$ cat config.mk
export PLATFORM = sky130hd
export DESIGN_NAME = sat_counter
export DESIGN_NICKNAME = d
export VERILOG_FILES = /design/src/rtl/sat_counter.sv
export SDC_FILE = /design/constraint.sdc
export NUM_CORES = 1
export LEC_CHECK = 0
export BUFFER_PORTS_ARGS = -buffer_cell sky130_fd_sc_hd__buf_2
export CORE_AREA = 5 5 42 44
export CTS_CLUSTER_SIZE = 30
export DETAILED_ROUTE_END_ITERATION = 7
export DIE_AREA = 0 0 47 49
export PLACE_DENSITY = 0.67
export SKIP_CTS_REPAIR_TIMING = 1
export SYNTH_ARGS = -nofsm -noshare
export SYNTH_HDL_FRONTEND = slang
export SYNTH_SLANG_ARGS = --single-unit
$ cat constraint.sdc
create_clock -name clk -period 1.5 [get_ports clk]
set_input_delay 0.15 -clock clk [delete_from_list [all_inputs] [get_ports clk]]
set_output_delay 0.15 -clock clk [all_outputs]
set_load 0.005 [all_outputs]
$ cat src/rtl/sat_counter.sv
`default_nettype none
// ============================================================================
//  Module   : sat_counter
//  Purpose  : Saturating up-counter with synchronous clear. An increment in
//             the same cycle as a clear wins and loads 1.
//  Ports    : clk  in  1  rising-edge clock
//             rst  in  1  synchronous active-high reset
//             inc  in  1  increment request
//             clr  in  1  synchronous clear
//             cnt  out W  current count, sticks at 2^W-1
//  Revision : 1.0 - initial release
// ============================================================================
module sat_counter #(
    parameter int W = 8
) (
    input  logic         clk,
    input  logic         rst,
    input  logic         inc,
    input  logic         clr,
    output logic [W-1:0] cnt
);

    localparam logic [W-1:0] c_MAX = '1;
    localparam logic [W-1:0] c_ONE = W'(1);

    logic [W-1:0] r_cnt_q;
    logic [W-1:0] w_cnt_d;

    always_comb begin
        w_cnt_d = r_cnt_q;
        if (inc) begin
            // A coincident clear discards history; this event becomes the first.
            if (clr) begin
                w_cnt_d = c_ONE;
            end else if (r_cnt_q != c_MAX) begin
                w_cnt_d = r_cnt_q + c_ONE;
            end
        end else if (clr) begin
            w_cnt_d = '0;
        end
    end

    always_ff @(posedge clk) begin
        if (rst) begin
            r_cnt_q <= '0;
        end else begin
            r_cnt_q <= w_cnt_d;
        end
    end

    assign cnt = r_cnt_q;

endmodule : sat_counter
`default_nettype wire

==> key figures <==
Global route
  – First-pass GRT wire length: 1.932 mm
  – Largest net degree at the start of global routing: 9
  – Total GRT Usage: 11.64%
  – Gr ovfl total: 0
  – Initial antenna violation count: 0
  – Number of global-route vias before repair: 442

Routing
  – Via density: 5.643
  – Via count: 474
  – DRC viols: 0
  – Starting DRT DRC Count: 9
  – WL per Instance: 13.61 um
  – Final wirelength: 1.143 mm
  – DR pass1 iterations: 4
  – Antenna-violating nets left: 0

Worst setup path
  – Crit path required time: 1.65 ns
  – Crit path launch: cnt[0]
  – Worst Reg2Reg Path Length in Cells: 4
  – Crit start category: flip-flop
  – CP Data Arrival Time: 1.55 ns
  – Setup CP Type: flip-flop to flip-flop
  – FF-to-FF End: cnt[6]
  – R2R Setup Slk: 0.11 ns
  – CP Max Fanout: 5
  – Reg2reg start: cnt[0]
  – Worst Setup End Kind: flip-flop

Final layout
  – Largest register FFs: 8
  – P&R area growth vs syn: 26.27%
  – Antenna cells: 0
  – Fillers: 153
  – Layout Cells excl Fill: 84
  – Layout cells sized above 1: 32.35%
  – Fin nets: 75

Synthesis
  – Yosys warning count: 0
  – Post-Synthesis Cells: 51
  – Synth cell types: 29
  – Cell Area, Synth: 442.9 um2
  – Synthesized Nets: 56
  – Post-Syn Area per Cell: 8.685 um2
  – Yosys reg bits: 8
  – Register area share after synthesis: 36.16%

Timing
  – Clock Skew: 0.001720 ns
  – Min Clock Period, post-route: 1.393 ns
  – Setup violations, final: 0
  – Worst hold margin: 0.07076 ns
  – Worst slew margin: 74.74%
  – Fmax: 718.0 MHz
  – Max-slew violation count: 0
  – Worst slew pin tran: 0.3776 ns
  – Period utilization: 92.85%
  – RSZ-0062 raised after global routing: no
  – Final setup TNS: 0 ns
  – Hold Vio Cnt, Final: 0

Power and ir drop
  – Leak Pwr: 0.2497 nW
  – Peak VDD IR: 0.3337 mV
  – Power density cells: 768.2 nW/um2

Placement
  – Port bufs: 11
  – Last weighted congestion value of the routability-driven placer: 0.7912
  – Dpl cells: 81
  – Detailed placement HPWL: 858 um

Floorplanning
  – Die area: 2303 um2
  – Site Rows: 14
  – Core area: 1401 um2
  – Die width: 47 um
  – Initial Util: 31.61%
  – Height of the chip: 49 um
  – Io pins: 12

Clocking
  – Clock Pin Slew Worst Setup and Hold Paths: 0.06 ns
  – Clock buffer depth: 2
  – Root Buffer: clkbuf_4
  – TritonCTS clock tree: done
  – Clock latency on the worst-skew pair: 0.26 ns
  – Num CTS Buffers: 3
  – Clk sinks: 8
  – H-tree levels: 1

Min path
  – Worst Hold Depth: 2
  – Worst min path class: primary input to flip-flop
  – Hold EP: cnt[0]
  – Worst Hold Launch: rst

Run status
  – Status: finished, final reports clean

Flow run
  – MaxCap Viol Count: 0
==> cell usage in the layout (no fill, tap or decap), types with 2 or more instances in the layout <==
master and count:
dfxtp_1 8, nand2_1 5, a211oi_1 2, nor2_1 2
buf_2 11, buf_4 5, clkbuf_4 3, nand4_1 2
nor3_1 2, a31oi_1 2, a21oi_1 7
==> cell families (layout without fill, tap and decap cells) <==
logic type	Yosys count	count (layout)	share of synthesized area [%]
AND/OR/NAND/NOR	21	21	28.82
AO/OA/AOI/OAI	17	17	24.86
flip-flops	8	8	36.16
buffers and inverters	3	20	5.084
adder cells (fa/ha/maj)	1	1	2.824
multiplexers	1	1	2.260
==> final cells by class <==
cell class / count / area (um2) / share of cell area, %
multi-input combinational: 40 / 260.3 / 46.53
sequential: 8 / 160.2 / 28.64
timing repair buffer: 16 / 92.59 / 16.55
clock buffer: 3 / 22.52 / 4.027
tap: 16 / 20.02 / 3.579
inverter: 1 / 3.754 / 0.6711
==> worst max-delay path by stage <==
| stage | endpoint | slack (ns) | cells past startpoint |
|---|---|---|---|
| 2_1_floorplan | cnt[6] | 0.06 | 4 |
| 3_3_place_gp | cnt[6] | 0.17 | 4 |
| 3_5_place_dp | cnt[6] | 0.13 | 4 |
| 4_1_cts | cnt[6] | 0.12 | 4 |
| 5_1_grt | cnt[6] | 0.04 | 4 |
| 6_report | cnt[6] | 0.11 | 4 |
==> power breakdown <==
group	total (mW)	switching, mW	internal [mW]
Clock	0.176	0.0836	0.0923
Combinational	0.0366	0.0202	0.0163
Sequential	0.217	0.00167	0.215
Total	0.430	0.106	0.324
==> metrics by stage <==
stage / util, % / area [um2] / power (mW) / setup WS, ns
after floorplan: - / 442.9 / 0.2420 / 0.06435
after global routing: 39.91 / 559.3 / 0.4452 / 0.04313
after CTS: 39.91 / 559.3 / 0.4290 / 0.1205
final: 39.91 / 559.3 / 0.4297 / 0.1073
after global placement: 38.30 / 536.8 / 0.2576 / 0.1711
after detailed placement: 38.30 / 536.8 / 0.2588 / 0.1312
==> cells in the mapped netlist <==
| master | number | share of area [%] |
|---|---|---|
| buf_6 | 1 | 2.5 |
| nand2_1 | 5 | 4.2 |
| and4_2 | 1 | 2.3 |
| a211o_1 | 1 | 2.0 |
| nor3_1 | 2 | 2.3 |
| o21bai_1 | 1 | 1.7 |
| a211oi_1 | 2 | 3.4 |
| dfxtp_1 | 8 | 36 |
| a31oi_1 | 2 | 2.8 |
| or4b_1 | 1 | 2.3 |
| and4_1 | 1 | 2.0 |
| o21ai_0 | 1 | 1.1 |
| and3_1 | 1 | 1.4 |
| or3_1 | 1 | 1.4 |
| nand3_1 | 1 | 1.1 |
| nor2_1 | 2 | 1.7 |
| nand4_1 | 2 | 2.8 |
| inv_1 | 1 | 0.85 |
| a311oi_1 | 1 | 2.0 |
| a21boi_0 | 1 | 1.7 |
| a21oi_1 | 7 | 7.9 |
| ha_1 | 1 | 2.8 |
| buf_4 | 1 | 1.7 |
| nor3b_1 | 1 | 1.7 |
| nand4b_1 | 1 | 2.0 |
| o211a_1 | 1 | 2.3 |
| mux2i_1 | 1 | 2.3 |
| or2_2 | 1 | 1.4 |
| nand3_2 | 1 | 2.3 |
==> worst max-delay path: stages (launching register included) <==
cell	delay, ns
dfxtp_1	0.33
ha_1	0.23
nand3_1	0.12
or4b_1	0.47
o211a_1	0.13
==> per-layer routing <==
metal / track usage [%] / up-vias / part of all wire [%]
li1: - / 233 / -
met1: 13.72 / 227 / 44
met2: 18.33 / 12 / 49
met3: 4.797 / 2 / 5.9
met4: 4.147 / 0 / 0.87
met5: 0 / - / 0
No activity file was read; power rests on OpenSTA's default activity.
